[config.mk]
export PLATFORM = sky130hd
export DESIGN_NAME = mem_stage
export DESIGN_NICKNAME = d
export VERILOG_FILES = /design/src/rtl/mem_stage.sv
export SDC_FILE = /design/constraint.sdc
export NUM_CORES = 1
export LEC_CHECK = 0
export ABC_CLOCK_PERIOD_IN_PS = 1700
export CAP_MARGIN = 5
export CORE_AREA = 2 2 125 127
export CTS_CLUSTER_SIZE = 16
export DETAILED_ROUTE_END_ITERATION = 10
export DIE_AREA = 0 0 127 129
export GPL_ROUTABILITY_DRIVEN = 0
export PLACE_DENSITY_LB_ADDON = 0.3
export SLEW_MARGIN = 15
export SYNTH_ARGS = -nofsm -noshare
export SYNTH_HDL_FRONTEND = slang
export SYNTH_SLANG_ARGS = --single-unit
[constraint.sdc]
create_clock -name clk -period 1.7 [get_ports clk]
set_input_delay 0.34 -clock clk [delete_from_list [all_inputs] [get_ports clk]]
set_output_delay 0.34 -clock clk [all_outputs]
set_load 0.005 [all_outputs]
[src/rtl/mem_stage.sv]
`default_nettype none
// ============================================================================
// Module      : mem_stage
// Description : Memory-access stage of a five-stage pipeline. Decodes the
//               registered execute-stage controls and runs a req/ack
//               handshake to data memory for aligned word loads and stores.
//               It stalls the front of the pipe while an access is
//               outstanding, resolves branches, and drives the MEM-side
//               forwarding sources. It also holds the MEM/WB register.
// Revision    : 1.0 - initial release
// ----------------------------------------------------------------------------
// Ports
//   clk, reset (async, active-low)      clock and reset
//   EN_REG                              pipeline-advance enable
//   WB_EN_in .. zero_in, regD_in        registered execute-stage controls
//   alu_result, store_data, PCNEXT_in   execute-stage data
//   dmem_*                              data-memory handshake
//   stall_mem                           freeze request to the front of the pipe
//   branch_taken, branch_target         branch resolution (combinational)
//   mem_regD, RegW_en_mem, regFromMem   MEM-side forwarding (combinational)
//   wb_regD, RegW_en_wb, regFromWB      MEM/WB register
//   addr_err                            one-cycle misalignment flag
// ============================================================================
module mem_stage #(
    parameter int ADDR_W = 32
) (
    input  logic              clk,
    input  logic              reset,
    input  logic              EN_REG,
    input  logic              WB_EN_in,
    input  logic              MEM_R_EN_in,
    input  logic              MEM_W_EN_in,
    input  logic              MEM_TO_REG_in,
    input  logic              is_BRANCH_in,
    input  logic              zero_in,
    input  logic [4:0]        regD_in,
    input  logic [31:0]       alu_result,
    input  logic [31:0]       store_data,
    input  logic [31:0]       PCNEXT_in,
    output logic              dmem_req,
    output logic              dmem_we,
    output logic [ADDR_W-1:0] dmem_addr,
    output logic [31:0]       dmem_wdata,
    input  logic [31:0]       dmem_rdata,
    input  logic              dmem_ack,
    output logic              stall_mem,
    output logic              branch_taken,
    output logic [31:0]       branch_target,
    output logic [4:0]        mem_regD,
    output logic              RegW_en_mem,
    output logic [31:0]       regFromMem,
    output logic [4:0]        wb_regD,
    output logic              RegW_en_wb,
    output logic [31:0]       regFromWB,
    output logic              addr_err
);

    typedef enum logic [1:0] {
        ST_IDLE = 2'd0,   // no access outstanding
        ST_WAIT = 2'd1,   // request issued, ack pending
        ST_DONE = 2'd2    // ack received, waiting for EN_REG to commit
    } state_t;

    state_t      state_q, state_d;
    logic [31:0] ldbuf_q, ldbuf_d;
    logic [4:0]  wb_regD_q, wb_regD_d;
    logic        wb_we_q, wb_we_d;
    logic [31:0] wb_data_q, wb_data_d;
    logic        addr_err_q, addr_err_d;

    logic              w_mem_op;
    logic              w_store;
    logic              w_misaligned;
    logic              w_aligned_op;
    logic              w_req;
    logic              w_ack;
    logic              w_stall;
    logic              w_commit;
    logic [31:0]       w_load_data;
    logic [ADDR_W-1:0] w_addr;

    // ------------------------------------------------------------------
    // Decode
    // ------------------------------------------------------------------
    assign w_mem_op     = MEM_R_EN_in | MEM_W_EN_in;
    // Both enables set is treated as a store.
    assign w_store      = MEM_W_EN_in;
    assign w_misaligned = w_mem_op & (alu_result[1:0] != 2'b00);
    assign w_aligned_op = w_mem_op & ~w_misaligned;

    // The request is gated by reset so it drops the instant reset asserts,
    // not just at the next edge when the state register clears.
    assign w_req   = reset & (((state_q == ST_IDLE) & w_aligned_op) |
                              (state_q == ST_WAIT));
    // Acks are only meaningful while a request is on the bus.
    assign w_ack   = w_req & dmem_ack;
    assign w_stall = w_req & ~dmem_ack;

    // Commit sees the load data on the ack cycle, otherwise the buffer
    // (the DONE case, where the ack has already come and gone).
    assign w_load_data = w_ack ? dmem_rdata : ldbuf_q;
    assign w_commit    = EN_REG & ~w_stall;

    generate
        if (ADDR_W <= 32) begin : g_addr_narrow
            assign w_addr = alu_result[ADDR_W-1:0];
        end else begin : g_addr_wide
            assign w_addr = {{(ADDR_W-32){1'b0}}, alu_result};
        end
    endgenerate

    // ------------------------------------------------------------------
    // Handshake FSM: next state
    // ------------------------------------------------------------------
    always_comb begin
        state_d = state_q;
        case (state_q)
            ST_IDLE: begin
                if (w_req) begin
                    if (dmem_ack) begin
                        state_d = EN_REG ? ST_IDLE : ST_DONE;
                    end else begin
                        state_d = ST_WAIT;
                    end
                end
            end
            ST_WAIT: begin
                if (dmem_ack) begin
                    state_d = EN_REG ? ST_IDLE : ST_DONE;
                end
            end
            ST_DONE: begin
                // The slot is already served; never re-request it.
                if (EN_REG) begin
                    state_d = ST_IDLE;
                end
            end
            default: state_d = ST_IDLE;
        endcase
    end

    // ------------------------------------------------------------------
    // Load buffer and MEM/WB register: next values
    // ------------------------------------------------------------------
    always_comb begin
        ldbuf_d    = ldbuf_q;
        wb_regD_d  = wb_regD_q;
        wb_we_d    = wb_we_q;
        wb_data_d  = wb_data_q;
        addr_err_d = 1'b0;

        if (w_ack && !w_store) begin
            ldbuf_d = dmem_rdata;
        end

        if (w_commit) begin
            wb_regD_d  = regD_in;
            wb_we_d    = WB_EN_in & ~w_misaligned;
            wb_data_d  = MEM_TO_REG_in ? w_load_data : alu_result;
            addr_err_d = w_misaligned;
        end
    end

    always_ff @(posedge clk or negedge reset) begin
        if (!reset) begin
            state_q    <= ST_IDLE;
            ldbuf_q    <= 32'd0;
            wb_regD_q  <= 5'd0;
            wb_we_q    <= 1'b0;
            wb_data_q  <= 32'd0;
            addr_err_q <= 1'b0;
        end else begin
            state_q    <= state_d;
            ldbuf_q    <= ldbuf_d;
            wb_regD_q  <= wb_regD_d;
            wb_we_q    <= wb_we_d;
            wb_data_q  <= wb_data_d;
            addr_err_q <= addr_err_d;
        end
    end

    // ------------------------------------------------------------------
    // Outputs
    // ------------------------------------------------------------------
    assign dmem_req   = w_req;
    assign dmem_we    = w_req & w_store;
    assign dmem_addr  = w_req ? w_addr : '0;
    assign dmem_wdata = w_req ? store_data : 32'd0;
    assign stall_mem  = w_stall;

    assign branch_taken  = is_BRANCH_in & zero_in;
    assign branch_target = PCNEXT_in;

    assign mem_regD    = regD_in;
    assign RegW_en_mem = WB_EN_in;
    assign regFromMem  = alu_result;

    assign wb_regD    = wb_regD_q;
    assign RegW_en_wb = wb_we_q;
    assign regFromWB  = wb_data_q;
    assign addr_err   = addr_err_q;

endmodule
`default_nettype wire

After elaboration in Yosys (flattened, before gate mapping)
Index checks and enable logic that the tools add are counted.
{"block": "word_totals", "regBits": 73, "output_inout_bits": 177}
{"block": "op_classes", "eq_ne": 5, "mux": 11, "bitwise": 15, "reduce_logical": 5}
{"operator": "two-way mux 32 bit", "n": 4}
{"operator": "bitwise AND 1 bit", "n": 10}
{"operator": "two-way mux 2 bit", "n": 5}
{"operator": "inequality test 2 bit (second input constant)", "n": 3}
{"operator": "case mux 2 bit (3 select lines)", "n": 1}
{"operator": "NOT 1 bit", "n": 3}
{"operator": "AND reduction 3 bit", "n": 1}
{"operator": "== test 2 x 1 -> 1 bit (second input constant)", "n": 1}
{"operator": "== test 2 bit (second input constant)", "n": 1}
{"operator": "zero test 2 bit", "n": 1}
{"operator": "bitwise OR 1 bit", "n": 2}
{"operator": "nonzero test 2 bit", "n": 1}
{"operator": "logical AND 1 bit", "n": 1}
{"operator": "zero test 1 bit", "n": 1}
{"operator": "two-way mux 1 bit", "n": 1}

Depth between registers and ports, before layout
{"block": "depth", "ltp_word": 11, "mapped_depth": 7}

Worst setup path before layout
Ideal clock, no wire load.
{"block": "synth_path", "kind": "input -> output", "startpoint": "in MEM_R_EN_in", "endpoint": "out dmem_addr[10]", "t_arrival_ns": 1.434, "required_ns": 1.360, "slack_ns": -0.074, "path_stages": 7, "path_buffers": 2, "path_cell_list": "or2_4 a21oi_4 nand2b_4 inv_2 buf_2 clkbuf_1 and2_1"}
{"block": "synth_between", "elab_chain_cells": 8}
{"item": "from (decl)", "line": "31", "source": "input logic MEM_R_EN_in,"}
{"item": "bitwise OR 1 bit *", "line": "85", "source": "assign w_mem_op = MEM_R_EN_in | MEM_W_EN_in;"}
{"item": "bitwise AND 1 bit", "line": "88", "source": "assign w_misaligned = w_mem_op & (alu_result[1:0] != 2'b00);"}
{"item": "NOT 1 bit", "line": "89", "source": "assign w_aligned_op = w_mem_op & ~w_misaligned;"}
{"item": "bitwise AND 1 bit *", "line": "89"}
{"item": "bitwise AND 1 bit *", "line": "93", "source": "assign w_req = reset & (((state_q == ST_IDLE) & w_aligned_op) |"}
{"item": "bitwise OR 1 bit *", "line": "93"}
{"item": "bitwise AND 1 bit *", "line": "93"}
{"item": "two-way mux 32 bit *", "line": "187", "source": "assign dmem_addr = w_req ? w_addr : '0;"}
{"item": "to (decl)", "line": "42", "source": "output logic [ADDR_W-1:0] dmem_addr,"}
Every way passes the cells marked *; elsewhere a longest branch is shown, timed or not.

Final worst setup path
{"block": "layout_path", "startpoint": "reg state_q[0]", "endpoint": "out dmem_addr[18]"}
{"block": "layout_between", "elab_chain_cells": 5}
{"item": "from (decl)", "line": "64", "source": "state_t state_q, state_d;"}
{"item": "from (signal assigned)", "line": "173", "source": "state_q <= state_d;"}
{"item": "zero test 2 bit", "line": "93"}
{"item": "bitwise AND 1 bit", "line": "93"}
{"item": "bitwise OR 1 bit *", "line": "93"}
{"item": "bitwise AND 1 bit *", "line": "93"}
{"item": "two-way mux 32 bit *", "line": "187"}
Marks and branches as above.

==> impl_metrics.py <==
metrics = {
    "layout": {
        "antenna_cells": 0,
        "final_nets": 857,
        "utilization_pct": 57.55,
        "drive_gt1_share_pct": 45.62,
        "syn_to_final_growth_pct": 94.33,
    },
    "route": {
        "vias": 4573,
        "drt-initial-drc-count": 180,
        "drc": 0,
        "ant_nets": 0,
        "dr.pass1.iters": 4,
        "via_per_inst": 5.042,
        "routedWlPerCell_um": 20.08,
        "wirelength_um": 18210,
    },
    "sta": {
        "layout_setup_ws_ns": -0.3284,
        "max_freq_mhz": 493.0,
        "grt_setup_unrepaired": "yes",
        "relSlewSlack_pct": 35.93,
        "finalHoldViolCount": 0,
        "min_period_over_period_pct": 119.3,
        "slew_violations": 0,
        "finalSetupTns_ns": -27.52,
        "setup_viol_count_final": 136,
        "worstMarginPinSlew_ns": 0.9611,
        "final.setup_skew_ns": 0.009736,
        "fin_crit_ns": 2.028,
    },
    "setup_path": {
        "cp-start-kind": "register",
        "crit_arrival_ns": 1.69,
        "required_ns": 1.36,
        "critPathKind": "reg2out",
        "crit_top_cell": "buf_6",
        "crit_slowest_cell": "dfrtp_1",
        "critical_path.max_fanout": 5,
        "crit_chain": "a21oi_4, nand2b_4, buf_6, inv_12, clkbuf_16, and2_4, buf_6",
        "end_kind": "primary output",
        "max_stage_delay_ns": 0.41,
    },
    "clocking": {
        "root_buffer": "clkbuf_16",
        "cts_buffers": 9,
        "clkSinkCount": 73,
        "hold_buffers": 0,
        "clk-insertion-delay-late_ns": 0.33,
        "cts_tree": "done",
        "clkTransAtPathRegs_ns": 0.05,
        "cts_max_level": 3,
        "clk_path_buf_depth": 2,
    },
    "run": {
        "max_cap_viol_count": 0,
    },
    "run_status": {
        "status": "finished with violations",
        "failed_checks": "setup timing",
    },
    "synthesis": {
        "synth_cells": 467,
        "syn_nets": 610,
        "synth_top_area_share_pct": 41.18,
        "synth_area_sq_um": 4436,
        "synth-warning-count": 0,
        "yosysSeqAreaShare_pct": 41.18,
        "synth.area.top_cells": "dfrtp_1 41%, buf_4 12%, and2_1 9.0%",
        "syn_avg_cell_area_sq_um": 9.498,
        "netlist.top_cell.by_area": "dfrtp_1",
        "ys_types": 28,
        "ys_ff_latch": 73,
    },
    "global_route": {
        "grt_pass1_vias": 4681,
        "track_usage_pct": 20.80,
        "grt_pass1_wl_um": 26420,
        "antenna_found_initial": 0,
        "grt_max_degree": 74,
        "grt-ovfl-total": 0,
    },
    "pwr": {
        "leakagePower_nw": 3.768,
        "pwr_density_cell_nw_per_um2": 788.1,
        "ir_worst_vdd_mv": 0.4575,
    },
    "place": {
        "portBuffers": 255,
        "post-dp-hpwl_um": 10440,
    },
    "floorplanning": {
        "die_h_um": 129,
        "initial_utilization_pct": 29.62,
        "num_rows": 45,
        "ios": 320,
        "core_sq_um": 14980,
        "dieArea_sq_um": 16380,
        "die-width_um": 127,
    },
    "min_path": {
        "worstHoldPathType": "in2reg",
    },
}
## repair_timing
action | 4_1_cts | 5_1_grt
buffers inserted | 14 | 8
pin swaps | 59 | 14
cloned | 16 | 4
setup endpoints to repair | 157 | 148
resized for setup | 498 | 74
## per-layer routing
layer / track usage, % / routed length, um / vias to the layer above
met5: 0 / 0 / -
met4: 5.365 / 232 / 0
li1: - / - / 2068
met1: 28.45 / 8114 / 2263
met2: 32.95 / 8617 / 220
met3: 5.447 / 1246 / 22
## path summary, 6_finish.rpt
| kind | start | end | slack (ns) | cells past startpoint |
|---|---|---|---|---|
| setup / recovery | state_q[0] | dmem_addr[18] | -0.33 | 7 |
| hold / removal | dmem_ack | state_q[0] | 0.32 | 2 |
| setup reg to reg | state_q[1] | ldbuf_q[10] | -0.23 | 8 |
| hold reg to reg | regFromWB[19] | regFromWB[19] | 0.49 | 1 |
| max in group asynchronous | reset | ldbuf_q[14] | 0.73 | 3 |
| min in group asynchronous | reset | ldbuf_q[24] | 0.36 | 3 |
## cells in the mapped netlist (all sizes together)
cell type and count:
buf 86, nand3b 1, or2 1, nand2b 1, nor3b 1, nand2 1
o2bb2ai 32, o31a 1, mux2 37, nor3 1, clkbuf 22, nor2b 1
nand3 34, o32ai 1, nor2 4, inv 4, dfrtp 73, and2 64
a21oi 33, and3 2, o21ai 67
## placed cells by master, fill, tap and decap left out, types with 3 or more instances in the layout
cell | netlist | final
a21oi_2 | 0 | 28
a21oi_4 | 1 | 3
and2_4 | 0 | 62
buf_12 | 0 | 14
buf_16 | 0 | 13
buf_2 | 9 | 6
buf_4 | 71 | 42
buf_6 | 3 | 77
buf_8 | 0 | 3
clkbuf_16 | 0 | 13
clkdlybuf4s50_1 | 0 | 150
clkinvlp_4 | 0 | 3
dfrtp_1 | 73 | 73
dlygate4sd2_1 | 0 | 22
dlymetal6s2s_1 | 0 | 11
inv_1 | 3 | 3
mux2_2 | 32 | 5
mux2_4 | 0 | 32
nand3_1 | 34 | 34
o21ai_0 | 66 | 48
o21ai_1 | 1 | 16
o2bb2ai_1 | 32 | 21
o2bb2ai_2 | 0 | 11
## through the flow
| stage | power (mW) | instance area (sq um) | worst slack, ns | instances | hold slack, ns |
|---|---|---|---|---|---|
| after floorplan | 3.219 | 4517 | -0.05636 | 467 | 0.04441 |
| after CTS | 6.642 | 8142 | -0.3549 | 896 | 0.2949 |
| after global routing | 7.152 | 8620 | -0.3980 | 907 | 0.3280 |
| after global placement | 4.206 | 7017 | -0.7762 | 851 | 0.4682 |
| final | 6.793 | 8620 | -0.3284 | 907 | 0.3174 |
| after detailed placement | 4.256 | 7017 | -0.8270 | 851 | 0.4733 |
## kinds of logic (layout without fill, tap and decap cells)
kind of cell	count (synthesis)	after routing	synth area share, %
AOI/OAI and AO/OA	134	134	18.25
muxes	37	37	9.394
DFF	73	73	41.18
buffers and inverters	112	364	16.25
and+or+nand+nor	111	111	14.92
## critical path, delay by kind of cell, from the launching register on
| family | cells | cell delay, ns |
|---|---|---|
| buffers and inverters | 4 | 0.45 |
| flip-flops | 1 | 0.41 |
| AND/OR/NAND/NOR | 2 | 0.35 |
| AO/OA/AOI/OAI | 1 | 0.13 |
## power by group
part	switching, mW	internal [mW]	leakage, nW
Sequential	0.306	2.16	0.897
Clock	0.756	1.03	0.131
Combinational	0.890	1.66	2.74
## flip-flops by register name (all words and copies together) (netlist names)
register    cells
ldbuf_q        32
regFromWB      32
wb_regD         5
state_q         2
RegW_en_wb      1
addr_err        1
## cell type report
cell class | instances | area, sq um
Timing Repair Buffer | 343 | 3837
Multi-Input combinational cell | 282 | 2396
Tap cell | 188 | 235.2
Timing Repair inverter | 1 | 16.27
Sequential cell | 73 | 1827
Clock inverter | 6 | 41.29
Fill cell | 1267 | 6357
Inverter | 4 | 27.53
Clock buffer | 10 | 239.0
Note: power is estimated with default switching activity, not from simulation.
